--- src/rtl/led_matrix_scan.sv ---
// led_matrix_scan
//   Double-buffered row-scan driver for an X-column by Y-row LED matrix.
//   The life engine writes pixel rows into the back buffer. The scanner
//   lights one row of the front buffer at a time: BLANK dark clocks, then
//   DWELL lit clocks per row. When a complete frame has been captured
//   (row Y-1 written), the buffers swap at the next frame wrap.
//
// Ports
//   clk        : single clock, rising edge
//   reset      : synchronous active-high reset; aborts everything, clears buffers
//   row[Y-1:0] : one-hot row-write strobe, all-zero = idle
//   col[X-1:0] : pixel data for the strobed row
//   led_row    : registered one-hot row drive (zero while blanking)
//   led_col    : registered column drive for the lit row
//   frame_swap : one-cycle pulse when the front buffer changes
//   row_err    : one-cycle pulse, the cycle after a multi-hot row strobe
module led_matrix_scan #(
    parameter int X     = 16,
    parameter int Y     = 16,
    parameter int LOG2Y = 4,
    parameter int DWELL = 64,
    parameter int BLANK = 4
) (
    input  logic         clk,
    input  logic         reset,
    input  logic [Y-1:0] row,
    input  logic [X-1:0] col,
    output logic [Y-1:0] led_row,
    output logic [X-1:0] led_col,
    output logic         frame_swap,
    output logic         row_err
);

    localparam int CNT_MAX = (DWELL > BLANK) ? DWELL : BLANK;
    localparam int CW      = $clog2(CNT_MAX + 1);

    typedef enum logic {
        S_BLANK = 1'b0,
        S_SHOW  = 1'b1
    } state_t;

    state_t           state_reg;
    logic [CW-1:0]    cnt_reg;
    logic [LOG2Y-1:0] sidx_reg;
    logic             bank_reg;
    logic             pending_reg;

    // bank_reg = 0: buf0 is front, buf1 is back; bank_reg = 1: the reverse.
    logic [X-1:0]     buf0_reg [Y];
    logic [X-1:0]     buf1_reg [Y];

    logic [Y-1:0]     led_row_reg;
    logic [X-1:0]     led_col_reg;
    logic             frame_swap_reg;
    logic             row_err_reg;

    // Strobe decode
    logic             multi_hot;
    logic             capture;
    logic [LOG2Y-1:0] row_idx;

    // Scan helpers
    logic [Y-1:0]     sidx_onehot;
    logic [X-1:0]     front_row;
    logic             show_last;
    logic             wrap;

    // Clearing the lowest set bit leaves something only if two or more bits are set.
    assign multi_hot = |(row & (row - Y'(1)));
    assign capture   = (|row) && !multi_hot;

    always_comb begin
        row_idx = '0;
        for (int i = 0; i < Y; i++) begin
            if (row[i]) begin
                row_idx = LOG2Y'(i);
            end
        end
    end

    genvar gi;
    generate
        for (gi = 0; gi < Y; gi++) begin : g_sidx_dec
            assign sidx_onehot[gi] = (sidx_reg == LOG2Y'(gi));
        end
    endgenerate

    assign front_row = bank_reg ? buf1_reg[sidx_reg] : buf0_reg[sidx_reg];
    assign show_last = (state_reg == S_SHOW) && (cnt_reg == CW'(DWELL - 1));
    // Wrap: the last lit clock of the last row, where sidx rolls back to 0.
    assign wrap      = show_last && (sidx_reg == LOG2Y'(Y - 1));

    always_ff @(posedge clk) begin
        if (reset) begin
            state_reg      <= S_BLANK;
            cnt_reg        <= '0;
            sidx_reg       <= '0;
            bank_reg       <= 1'b0;
            pending_reg    <= 1'b0;
            led_row_reg    <= '0;
            led_col_reg    <= '0;
            frame_swap_reg <= 1'b0;
            row_err_reg    <= 1'b0;
            for (int i = 0; i < Y; i++) begin
                buf0_reg[i] <= '0;
                buf1_reg[i] <= '0;
            end
        end else begin
            row_err_reg    <= multi_hot;
            frame_swap_reg <= 1'b0;

            // Captures always land in the back buffer.
            if (capture) begin
                if (bank_reg) begin
                    buf0_reg[row_idx] <= col;
                end else begin
                    buf1_reg[row_idx] <= col;
                end
            end

            // Outputs follow the state one register stage later; row and
            // column data are updated together.
            if (state_reg == S_SHOW) begin
                led_row_reg <= sidx_onehot;
                led_col_reg <= front_row;
            end else begin
                led_row_reg <= '0;
                led_col_reg <= '0;
            end

            case (state_reg)
                S_BLANK: begin
                    if (cnt_reg == CW'(BLANK - 1)) begin
                        state_reg <= S_SHOW;
                        cnt_reg   <= '0;
                    end else begin
                        cnt_reg <= cnt_reg + CW'(1);
                    end
                end
                S_SHOW: begin
                    if (show_last) begin
                        state_reg <= S_BLANK;
                        cnt_reg   <= '0;
                        if (sidx_reg == LOG2Y'(Y - 1)) begin
                            sidx_reg <= '0;
                        end else begin
                            sidx_reg <= sidx_reg + LOG2Y'(1);
                        end
                    end else begin
                        cnt_reg <= cnt_reg + CW'(1);
                    end
                end
                default: begin
                    state_reg <= S_BLANK;
                    cnt_reg   <= '0;
                end
            endcase

            // A capture landing on the wrap cycle defers the swap by one
            // frame so a half-written row is never shown.
            if (wrap && pending_reg && !capture) begin
                bank_reg       <= ~bank_reg;
                pending_reg    <= 1'b0;
                frame_swap_reg <= 1'b1;
            end else if (capture && (row_idx == LOG2Y'(Y - 1))) begin
                pending_reg <= 1'b1;
            end
        end
    end

    assign led_row    = led_row_reg;
    assign led_col    = led_col_reg;
    assign frame_swap = frame_swap_reg;
    assign row_err    = row_err_reg;

endmodule

--- config.mk ---
export PLATFORM = sky130hd
export DESIGN_NAME = led_matrix_scan
export DESIGN_NICKNAME = d
export VERILOG_FILES = /design/src/rtl/led_matrix_scan.sv
export SDC_FILE = /design/constraint.sdc
export NUM_CORES = 1
export LEC_CHECK = 0
export CAP_MARGIN = 0
export CORE_AREA = 2 2 291 221
export CTS_BUF_LIST = sky130_fd_sc_hd__clkbuf_16
export DETAILED_ROUTE_END_ITERATION = 8
export DIE_AREA = 0 0 293 223
export GPL_ROUTABILITY_DRIVEN = 0
export SLEW_MARGIN = 20
export SYNTH_ARGS = -nofsm -noshare
export SYNTH_HDL_FRONTEND = slang
export SYNTH_SLANG_ARGS = --single-unit
--- constraint.sdc ---
create_clock -name clk -period 11.3 [get_ports clk]
set_input_delay 3.39 -clock clk [delete_from_list [all_inputs] [get_ports clk]]
set_output_delay 3.39 -clock clk [all_outputs]
set_load 0.02 [all_outputs]
==> run summary <==
• cnt_reg[0] — startpoint of the worst hold path
• 2595 — filler-free cell count of the finished design
• 0 — max capacitance violation total
• 4116 ps — worst path setup slack after routing
• sky130_fd_sc_hd__edfxtp_1 — most instantiated library cell after synthesis
• 60 ps — clock-pin slew reported for the worst setup and hold paths after clock tree synthesis
• 1785 — DRC marker count from the first detailed-route iteration
• 3 — number of buffers on the longest clock path
• 154.9 nW/µm² — power density over the cells
• 564 — CTS sink count
• 103100 µm — first-pass GRT wire length
• 62760 µm² — area of the core region
• 7184 ps — shortest period the worst path allows
• 139.2 MHz — fmax
• 1768 — Syn Nets
• built — CTS tree
• 0.6209 — share of the synthesized area in the top cell type
• 15560 — via count of the first global-routing pass
• 13.94% — Layout area overhead
• 12.52 ps — worst-case clock skew
• 14.32 µm² — average instance area after synthesis
• 56 — cts bufs inserted
• 0 — antenna viol nets, final
• 0 — Setup Viol. Count Final
• 8.625 nW — Lkg Pwr
• sky130_fd_sc_hd__edfxtp_1 (512), sky130_fd_sc_hd__nor2_1 (278), sky130_fd_sc_hd__nor3_1 (263) — Synth top cells by count
• completed — status
• 15550 — via count
• 49 — Yosys cell types
• input pin — sort of element at the start of the critical path
• 69030 µm — Total Routed Length
• 3397 ps — minimum setup slack after placement
• sky130_fd_sc_hd__edfxtp_1 (62%), sky130_fd_sc_hd__mux4_2 (15%), sky130_fd_sc_hd__nor3_1 (5.3%) — top cells by area in the synthesized netlist
• 108 — maximum number of pins on one net before global-route repair
• 512 — EDFF count, synth
• 68 — io pins
• 0 — count of antenna diodes in the layout
• 106 — peak fanout along the critical path
• 67 — Port Buffers
• 0 — post-cts hold buffer count
• 0 — Max Slew Vio Count
• sky130_fd_sc_hd__edfxtp_1 — leading area contributor after synthesis
• 0 — remaining routing DRC violations
• 0 — number of buffers added for setup after CTS
• 0.2779 — Max-Slew Margin vs Limit
• sky130_fd_sc_hd__edfxtp_1 — main flop type after synthesis
• 293 µm — Horiz. Die Dim
• 1729 — number of instances in the synthesized netlist
• 0.3946 — effective utilization at floorplan
• 0.6629 — share of the yosys chip area belonging to registers
• 0 — total gr overflow
• 4.371 mW — overall power consumption
• flip-flop — Worst Setup End Kind
• 0 ps — Setup Total Neg Slack
• 111.7 µV — maximum vdd ir drop
• 1083 ps — measured slew at the worst slew-check pin
• 5 — iteration count of the initial detailed-routing pass
• false — unrepaired setup endpoints after global routing
• 920 ps — delay contributed by the slowest stage of the critical path
• 24760 µm² — Syn Std Cell Area
• 2492 — Placed Instances
• 26.60 µm — routed length per placed instance
• 610 ps — clock insertion delay at the later pin of the skew report
• 0 — warnings from Yosys
• 443.5 ps — Min Hold Slack
• in -> reg — Crit Path Class
• 0 — fraction of registers with async set or reset after synthesis
• 80 — number of placement rows
• 0.1882 — share of post-route cells with drive strength above 1
• led_col[5] — worst flop-to-flop path endpoint
• 2 — level count of the clock H-tree
• 564 — #FFs+latches synth
• 0 — final number of hold-violating endpoints
• 7410 ps — Data arrival, critical path
• sky130_fd_sc_hd__clkbuf_16 — root cell of the clock tree
• row[4] — launch point of the critical path
• 6 — path depth of the worst reg2reg path
• 11530 ps — required time reported for the critical path endpoint
• clkdlybuf4s50_1 -> maj3_1 -> o31ai_1 -> nand3_1 -> or3_4 -> buf_6 -> o21ai_2 — worst-path cell chain
• buf0_reg[11][9] — Critical Path End
• 65340 µm² — floorplan die area
• reg -> reg — worst min-delay path class
• 0.6357 — Final period util
• 0.2135 — GRT Util Overall
• 1770 — fin nets
• 7580 ps — slack of the worst reg-to-reg path
• sky130_fd_sc_hd__o21ai_2 — cell with the largest stage delay on the worst path
• 0 — post_cts resized
• 223 µm — Die Y-Extent
• 0 — initial antenna violation count
• 41890 µm — DP Wirelength
• 5.990 — vias per cell
metal layers:
metal | share of wire | vias up | track usage | routed length, µm
li1 | - | 6628 | - | -
met3 | 0.11 | 92 | 0.05140 | 7325
met1 | 0.43 | 7996 | 0.3147 | 29440
met2 | 0.45 | 829 | 0.3186 | 30820
met5 | 0 | - | 0 | 0
met4 | 0.021 | 0 | 0.05443 | 1444
cells by family (layout without fill, tap and decap cells):
logic type | after synthesis | in the layout | share of synthesized area
flip-flops | 564 | 564 | 0.6629
multiplexers | 163 | 163 | 0.1468
AO/OA/AOI/OAI | 81 | 81 | 0.02163
XOR/XNOR | 5 | 5 | 0.001769
buffers and inverters | 178 | 224 | 0.02956
AND/OR/NAND/NOR | 732 | 732 | 0.1344
adder cells (fa/ha/maj) | 6 | 6 | 0.002931
stage by stage:
stage                     utilization  instance area [µm²]
final                          0.4496                28210
after global routing           0.4496                28210
after CTS                      0.4491                28180
after detailed placement       0.4211                26430
after global placement         0.4211                26430
after floorplan                     -                24760
worst min path at each step:
| stage | endpoint | cells past startpoint |
|---|---|---|
| 2_1_floorplan | cnt_reg[0] | 1 |
| 3_3_place_gp | cnt_reg[0] | 1 |
| 3_5_place_dp | cnt_reg[0] | 1 |
| 4_1_cts | cnt_reg[0] | 1 |
| 5_1_grt | cnt_reg[0] | 1 |
| 6_report | cnt_reg[0] | 1 |
cell type report:
type                       instances  area [µm²]
timing repair buffer             112        1036
multi-input combinational        987        7929
clock inverter                    45       332.8
clock buffer                      57        1426
sequential                       564       16430
inverter                          10       37.54
tap                              820        1026
fill                            5409       34550
where the power goes:
group	switching, mW	internal [mW]
logic	0.147	0.0588
registers	0.0194	2.33
clock network	0.792	1.02
critical path, delay by kind of cell:
kind / cells / cell delay (ps)
and+or+nand+nor: 2 / 800
buffers and inverters: 2 / 960
AOI/OAI and AO/OA: 2 / 1770
adders and majority gates: 1 / 390
placed cells by master, fill, tap and decap left out, types with 3 or more instances in the layout:
cell type,count
sky130_fd_sc_hd__o21ai_2,16
sky130_fd_sc_hd__and2_1,16
sky130_fd_sc_hd__mux4_2,160
sky130_fd_sc_hd__clkdlybuf4s50_1,67
sky130_fd_sc_hd__dfxtp_1,47
sky130_fd_sc_hd__o21ai_4,3
sky130_fd_sc_hd__ha_1,5
sky130_fd_sc_hd__o31ai_1,3
sky130_fd_sc_hd__bufinv_16,5
sky130_fd_sc_hd__inv_1,22
sky130_fd_sc_hd__and3_1,7
sky130_fd_sc_hd__dfxtp_2,3
sky130_fd_sc_hd__a21oi_1,21
sky130_fd_sc_hd__clkinv_1,13
sky130_fd_sc_hd__nor2_1,276
sky130_fd_sc_hd__clkinv_2,8
sky130_fd_sc_hd__xnor2_1,3
sky130_fd_sc_hd__nand3_1,68
sky130_fd_sc_hd__o31ai_4,13
sky130_fd_sc_hd__a211oi_1,3
sky130_fd_sc_hd__clkinvlp_4,3
sky130_fd_sc_hd__a31oi_1,5
sky130_fd_sc_hd__nor3_1,263
sky130_fd_sc_hd__nand2_1,74
sky130_fd_sc_hd__nand4_1,4
sky130_fd_sc_hd__nor3b_1,4
sky130_fd_sc_hd__clkbuf_16,57
sky130_fd_sc_hd__nor2b_1,3
sky130_fd_sc_hd__buf_4,41
sky130_fd_sc_hd__edfxtp_1,512
sky130_fd_sc_hd__o21ai_0,4
No activity file was read; power rests on OpenSTA's default activity.
